**src/rtl/serial_chunk_adder_pkg.sv**
```systemverilog
// Shared types and elaboration-time helpers for the chunk-serial adder/subtractor.
// Imported by serial_chunk_adder and chunk_adder.
package serial_adder_pkg;

  localparam int DEFAULT_WIDTH = 32;
  localparam int DEFAULT_CHUNK = 2;
  localparam int MIN_CHUNK     = 1;

  typedef enum logic [1:0] {
    IDLE = 2'd0,
    BUSY = 2'd1,
    DONE = 2'd2
  } state_e;

  function automatic int calc_nchunk(input int width, input int chunk);
    return width / chunk;
  endfunction

  // Chunk must be non-zero, no wider than the operand, and divide it evenly.
  function automatic bit params_ok(input int width, input int chunk);
    return (chunk >= MIN_CHUNK) && (chunk <= width) && ((width % chunk) == 0);
  endfunction

  function automatic int calc_cnt_w(input int nchunk);
    return (nchunk > 1) ? $clog2(nchunk) : 1;
  endfunction

endpackage

```
**src/rtl/serial_chunk_adder_if.sv**
```systemverilog
// Operand/result handshake bundle for serial_chunk_adder.
// master = producer/consumer side, slave = the adder.
interface serial_chunk_adder_if #(
  parameter int WIDTH = 32
);
  logic             in_valid;
  logic             in_ready;
  logic [WIDTH-1:0] a;
  logic [WIDTH-1:0] b;
  logic             cin;
  logic             sub;
  logic             out_valid;
  logic             out_ready;
  logic [WIDTH-1:0] sum;
  logic             cout;
  logic             ovf;

  modport master (
    output in_valid, a, b, cin, sub, out_ready,
    input  in_ready, out_valid, sum, cout, ovf
  );

  modport slave (
    input  in_valid, a, b, cin, sub, out_ready,
    output in_ready, out_valid, sum, cout, ovf
  );
endinterface

```
**src/rtl/serial_chunk_adder_chunk_adder.sv**
```systemverilog
// Combinational CHUNK-bit ripple adder; also exposes the carry into its MSB
// so the caller can form signed overflow.
module chunk_adder
  import serial_adder_pkg::*;
#(
  parameter int CHUNK = DEFAULT_CHUNK
) (
  input  logic [CHUNK-1:0] i_a,
  input  logic [CHUNK-1:0] i_b,
  input  logic             i_cin,
  output logic [CHUNK-1:0] o_sum,
  output logic             o_cout,
  output logic             o_c_msb
);

  logic [CHUNK:0] w_c;

  assign w_c[0] = i_cin;

  for (genvar i = 0; i < CHUNK; i++) begin : g_bit
    assign o_sum[i]  = i_a[i] ^ i_b[i] ^ w_c[i];
    assign w_c[i+1]  = (i_a[i] & i_b[i]) | (w_c[i] & (i_a[i] ^ i_b[i]));
  end

  assign o_cout  = w_c[CHUNK];
  assign o_c_msb = w_c[CHUNK-1];

endmodule

```
**src/rtl/serial_chunk_adder.sv**
```systemverilog
// Multi-cycle adder: CHUNK bits per clock, LS chunk first, IDLE/BUSY/DONE handshake.
// Optional subtract support is built when SERIAL_ADDER_SUB_EN is defined.
module serial_chunk_adder
  import serial_adder_pkg::*;
#(
  parameter int WIDTH = DEFAULT_WIDTH,
  parameter int CHUNK = DEFAULT_CHUNK
) (
  input  logic                  clk,
  input  logic                  rst_n,
  serial_chunk_adder_if.slave   bus
);

  localparam int NCHUNK = calc_nchunk(WIDTH, CHUNK);
  localparam int CNT_W  = calc_cnt_w(NCHUNK);

  if (!params_ok(WIDTH, CHUNK)) begin : g_param_err
    $error("serial_chunk_adder: CHUNK=%0d must be in 1..WIDTH and divide WIDTH=%0d",
           CHUNK, WIDTH);
  end

  state_e             r_state;
  state_e             w_state_next;
  logic [WIDTH-1:0]   r_a;
  logic [WIDTH-1:0]   r_b;
  logic               r_carry;
  logic [CNT_W-1:0]   r_cnt;
  logic [WIDTH-1:0]   r_sum;
  logic               r_cout;
  logic               r_ovf;

  logic               w_in_ready;
  logic               w_out_valid;
  logic               w_accept;
  logic               w_last;
  logic [WIDTH-1:0]   w_b_eff;
  logic [CHUNK-1:0]   w_chunk_sum;
  logic               w_chunk_cout;
  logic               w_chunk_c_msb;
  logic [WIDTH-1:0]   w_sum_shift;
  logic [WIDTH-1:0]   w_a_shift;
  logic [WIDTH-1:0]   w_b_shift;

`ifdef SERIAL_ADDER_SUB_EN
  assign w_b_eff = bus.sub ? ~bus.b : bus.b;
`else
  assign w_b_eff = bus.b;
`endif

  assign w_accept = (r_state == IDLE) && bus.in_valid;
  assign w_last   = (r_cnt == CNT_W'(NCHUNK - 1));

  chunk_adder #(
    .CHUNK (CHUNK)
  ) u_chunk_adder (
    .i_a     (r_a[CHUNK-1:0]),
    .i_b     (r_b[CHUNK-1:0]),
    .i_cin   (r_carry),
    .o_sum   (w_chunk_sum),
    .o_cout  (w_chunk_cout),
    .o_c_msb (w_chunk_c_msb)
  );

  // Operands shift right so the active chunk always sits in the low bits;
  // the sum fills from the top and is fully aligned after NCHUNK shifts.
  if (NCHUNK == 1) begin : g_single
    assign w_sum_shift = w_chunk_sum;
    assign w_a_shift   = '0;
    assign w_b_shift   = '0;
  end else begin : g_multi
    assign w_sum_shift = {w_chunk_sum, r_sum[WIDTH-1:CHUNK]};
    assign w_a_shift   = {{CHUNK{1'b0}}, r_a[WIDTH-1:CHUNK]};
    assign w_b_shift   = {{CHUNK{1'b0}}, r_b[WIDTH-1:CHUNK]};
  end

  // NOTE: every output of this block gets a default before the case, so no
  // path leaves a signal unassigned and no latch is inferred.
  always_comb begin
    w_state_next = r_state;
    w_in_ready   = 1'b0;
    w_out_valid  = 1'b0;
    case (r_state)
      IDLE: begin
        w_in_ready = 1'b1;
        if (bus.in_valid) w_state_next = BUSY;
      end
      BUSY: begin
        if (w_last) w_state_next = DONE;
      end
      DONE: begin
        w_out_valid = 1'b1;
        if (bus.out_ready) w_state_next = IDLE;
      end
      default: w_state_next = IDLE;
    endcase
  end

  // NOTE: sequential state uses non-blocking assignments so every register
  // samples pre-edge values regardless of statement order.
  always_ff @(posedge clk or negedge rst_n) begin
    if (!rst_n) r_state <= IDLE;
    else        r_state <= w_state_next;
  end

  // NOTE: the result registers are visible outputs with defined reset values,
  // so the whole datapath is reset rather than only the control state.
  always_ff @(posedge clk or negedge rst_n) begin
    if (!rst_n) begin
      r_a     <= '0;
      r_b     <= '0;
      r_carry <= 1'b0;
      r_cnt   <= '0;
      r_sum   <= '0;
      r_cout  <= 1'b0;
      r_ovf   <= 1'b0;
    end else begin
      if (w_accept) begin
        r_a     <= bus.a;
        r_b     <= w_b_eff;
        r_carry <= bus.cin;
        r_cnt   <= '0;
      end else if (r_state == BUSY) begin
        r_a     <= w_a_shift;
        r_b     <= w_b_shift;
        r_carry <= w_chunk_cout;
        r_cnt   <= r_cnt + CNT_W'(1);
        r_sum   <= w_sum_shift;
        // Only the final chunk's values survive into DONE.
        r_cout  <= w_chunk_cout;
        r_ovf   <= w_chunk_cout ^ w_chunk_c_msb;
      end
    end
  end

  assign bus.in_ready  = w_in_ready;
  assign bus.out_valid = w_out_valid;
  assign bus.sum       = r_sum;
  assign bus.cout      = r_cout;
  assign bus.ovf       = r_ovf;

endmodule
```
**src/flat_wrapper.sv**
```systemverilog
// flat-port wrapper written by rule: the top's interface ports become plain ports
module serial_chunk_adder_flat import serial_adder_pkg::*;
#(
  parameter int WIDTH = DEFAULT_WIDTH,
  parameter int CHUNK = DEFAULT_CHUNK
)
  (clk, rst_n, bus_in_valid, bus_a, bus_b, bus_cin, bus_sub, bus_out_ready, bus_in_ready, bus_out_valid, bus_sum, bus_cout, bus_ovf);
  serial_chunk_adder_if #(.WIDTH(WIDTH)) bus_i ();
  input  logic clk;
  input  logic rst_n;
  input wire logic [$bits(bus_i.in_valid)-1:0] bus_in_valid;
  input wire logic [$bits(bus_i.a)-1:0] bus_a;
  input wire logic [$bits(bus_i.b)-1:0] bus_b;
  input wire logic [$bits(bus_i.cin)-1:0] bus_cin;
  input wire logic [$bits(bus_i.sub)-1:0] bus_sub;
  input wire logic [$bits(bus_i.out_ready)-1:0] bus_out_ready;
  output wire logic [$bits(bus_i.in_ready)-1:0] bus_in_ready;
  output wire logic [$bits(bus_i.out_valid)-1:0] bus_out_valid;
  output wire logic [$bits(bus_i.sum)-1:0] bus_sum;
  output wire logic [$bits(bus_i.cout)-1:0] bus_cout;
  output wire logic [$bits(bus_i.ovf)-1:0] bus_ovf;
  assign bus_i.in_valid = bus_in_valid;
  assign bus_i.a = bus_a;
  assign bus_i.b = bus_b;
  assign bus_i.cin = bus_cin;
  assign bus_i.sub = bus_sub;
  assign bus_i.out_ready = bus_out_ready;
  assign bus_in_ready = bus_i.in_ready;
  assign bus_out_valid = bus_i.out_valid;
  assign bus_sum = bus_i.sum;
  assign bus_cout = bus_i.cout;
  assign bus_ovf = bus_i.ovf;
  serial_chunk_adder #(.WIDTH(WIDTH), .CHUNK(CHUNK)) u_core (.clk(clk), .rst_n(rst_n), .bus(bus_i));
endmodule
```
**config.mk**
```make
export PLATFORM = sky130hd
export DESIGN_NAME = serial_chunk_adder_flat
export DESIGN_NICKNAME = d
export VERILOG_FILES = /design/src/rtl/serial_chunk_adder_pkg.sv /design/src/rtl/serial_chunk_adder_if.sv /design/src/rtl/serial_chunk_adder_chunk_adder.sv /design/src/rtl/serial_chunk_adder.sv /design/src/flat_wrapper.sv
export SDC_FILE = /design/constraint.sdc
export NUM_CORES = 1
export LEC_CHECK = 0
export BUFFER_PORTS_ARGS = -buffer_cell sky130_fd_sc_hd__clkbuf_2
export CAP_MARGIN = 20
export CORE_ASPECT_RATIO = 1.5
export CORE_MARGIN = 5
export CORE_UTILIZATION = 50
export CTS_CLUSTER_SIZE = 40
export DETAILED_ROUTE_END_ITERATION = 16
export PLACE_DENSITY = 0.83
export SYNTH_ARGS = -nofsm -noshare
export SYNTH_HDL_FRONTEND = slang
export SYNTH_SLANG_ARGS = --single-unit
```
**constraint.sdc**
```tcl
create_clock -name clk -period 3.9 [get_ports clk]
set_input_delay 0.195 -clock clk [delete_from_list [all_inputs] [get_ports clk]]
set_output_delay 0.195 -clock clk [all_outputs]
set_load 0.02 [all_outputs]
```
==> qor.csv <==
stage,metric,value,unit
detailed_routing,totalWireLength,9.36,mm
floorplan,core,8720,um^2
floorplan,rows,42,
detailed_routing,remaining_drc_errors,0,
synth,yosys_register_bits,105,
clock_tree,cts_resized,0,
layout,final_nets,624,
sta,slew_viol_final,0,
placement,io_buffers,104,
sta,skew,0.00491,ns
layout,fillers,747,
floorplan,ios,106,
placement,place_ws,1.82,ns
setup_path,end_kind,flop,
sta,setup_violations,0,
status,violations,hold timing,
layout,postLayoutCellArea,5200,um^2
placement,dp.cells,650,
power,leakagePower,2.84,nW
synth,seq_area_frac_synth,59.8,%
grt,grt_max_degree,74,
layout,drive_gt1_share,23.6,%
sta,tns,0,ns
power,powerDensity,767,nW/um^2
synth,synthesis.area,4390,um^2
setup_path,path_max_fanout,29,
layout,fin_util,59.7,%
placement,hpwl,6.51,mm
floorplan,die_h,125,um
synth,synth_top_area_share,59.8,%
setup_path,required,4.17,ns
sta,rsz0062_at_grt,false,
clock_tree,cts_tree,done,
placement,place_area,4910,um^2
synth,syn_area_per_cell,9.53,um^2
sta,worst_pin_slew,0.895,ns
setup_path,critPathLaunchType,flop,
setup_path,worstPathArrival,2.34,ns
detailed_routing,num_vias,3416,
clock_tree,clk_pin_slew_worst_paths,0.07,ns
sta,period_needed,2.08,ns
floorplan,dieArea,10800,um^2
sta,min_period_over_period,53.3,%
synth,synth_nets,534,
synth,synth_area_leader_cell,dfrtp_1,
setup_path,rr_endpoint,u_core.r_carry,
detailed_routing,drtPass1Iterations,5,
synth,synth_area_leaders,"dfrtp_1, nand2_1, a22oi_1, buf_2, buf_4",
sta,hold_viol,29,
grt,grt_overflow_total,0,
floorplan,initial_utilization,50.3,%
clock_tree,clock_latency,0.34,ns
layout,layout_commonest_cell,nand2_1,
placement,place.gp.congestion,0.741,
grt,grt_pass1_wl,16.0,mm
floorplan,dieWidth,86.5,um
layout,syn_to_final_growth,18.5,%
detailed_routing,drtIter0Drc,224,
synth,synth_cells,461,
layout,finalNonFillerCells,666,
status,status,"complete, but fails checks",
flow_run,maxCapViolCount,0,
setup_path,r2r-start,u_core.r_state[0],
clock_tree,postCtsSetupBuffers,0,
sta,holdWs,-0.0268,ns
detailed_routing,drtAntennaViolNets,0,
synth,yosys_warnings,0,
detailed_routing,via_per_inst,5.13,
layout,diodes,0,
sta,slew_headroom,40.3,%
clock_tree,numClockSinks,105,
clock_tree,clockBufferDepth,2,
synth,yosysUniqueCellTypes,25,
sta,layout_setup_ws,1.82,ns
detailed_routing,wl_per_cell,14.1,um
setup_path,reg2reg_slack,1.82,ns
sta,fmax,481,MHz
grt,antenna_found_initial,0,
clock_tree,cts_made_buffers,9,
clock_tree,root_buffer,clkbuf_16,
grt,grt_usage,18.5,%
min_path,worstHoldPathType,in -> async,
clock_tree,holdBufCountCts,0,
grt,grt_pass1_vias,3513,
layout,layout_common_cells,"nand2_1, dfrtp_1, clkbuf_2, a22oi_1, o21ai_0",
setup_path,crit_type,reg -> reg,
power,power,3.99,mW
setup_path,reg2reg_depth,4,
power,max-vdd-ir-drop,366,uV
clock_tree,htree_levels,3,
==> flip-flops by register name, indices dropped and copies added, names as in the netlist <==
register,flops
u_core.bus.cout,1
u_core.r_carry,1
u_core.bus.sum,32
u_core.r_b,32
u_core.r_a,32
u_core.r_cnt,4
u_core.bus.ovf,1
u_core.r_state,2
==> power breakdown <==
group          total (mW)  internal [mW]  switching (mW)
registers            1.80           1.53           0.276
clock network       0.857          0.484           0.373
logic                1.33          0.479           0.852
==> worst max-delay path: stages, from the launching register on <==
cell and delay (ns):
dfrtp_1 0.50, nor2b_4 0.61, buf_4 0.40, mux2_2 0.37
o21ai_1 0.11
==> cell type report <==
cell class	count	area (um^2)	area share (%)
flip-flops and latches	105	2630	50.5
multi-input cells	318	1550	29.8
repair buffers	110	568	10.9
clock buffers	12	267	5.12
well taps	110	138	2.64
clock inverters	4	26.3	0.505
inverters	7	26.3	0.505
==> cells by family (layout without fill, tap and decap cells) <==
family	count (synthesis)	count (layout)	synth area share (%)
buf+inv	38	133	5.36
flops	105	105	59.8
xor+xnor	1	1	0.199
simple gates	234	234	20.4
mux	1	1	0.256
compound gates	79	79	12.7
fa+ha+maj	3	3	1.20
==> per-layer routing <==
| layer | part of all wire, % | vias up | track usage (%) |
|---|---|---|---|
| met5 | 0 | - | 0 |
| met4 | 1.5 | 0 | 7.34 |
| met3 | 5.7 | 7 | 3.90 |
| met2 | 53 | 90 | 31.5 |
| met1 | 40 | 1636 | 22.4 |
| li1 | - | 1683 | - |
==> worst max-delay path by stage <==
stage / startpoint / endpoint / cells after the start
after floorplan: u_core.r_carry / u_core.r_carry / 5
after global placement: u_core.r_state[0] / u_core.r_carry / 4
after detailed placement: u_core.r_state[0] / u_core.r_carry / 4
after CTS: u_core.r_state[0] / u_core.r_carry / 4
after global routing: u_core.r_state[0] / u_core.r_carry / 4
final: u_core.r_state[0] / u_core.r_carry / 4
==> synthesized netlist by cell type <==
cell / n
xnor2_1: 1
buf_6: 5
inv_1: 7
nor3b_1: 1
fa_1: 2
o2bb2ai_1: 1
nor2b_2: 1
buf_4: 9
dfrtp_1: 105
nand2b_1: 1
o21ai_1: 1
or3_1: 1
nand3_1: 2
a22oi_1: 60
mux2_2: 1
nand2_1: 226
buf_2: 17
ha_1: 1
o21ai_0: 12
o21bai_1: 1
o21ba_1: 1
a21oi_1: 2
nor2_1: 1
nor2b_1: 1
a21o_1: 1
(Power assumes the default switching activity.)
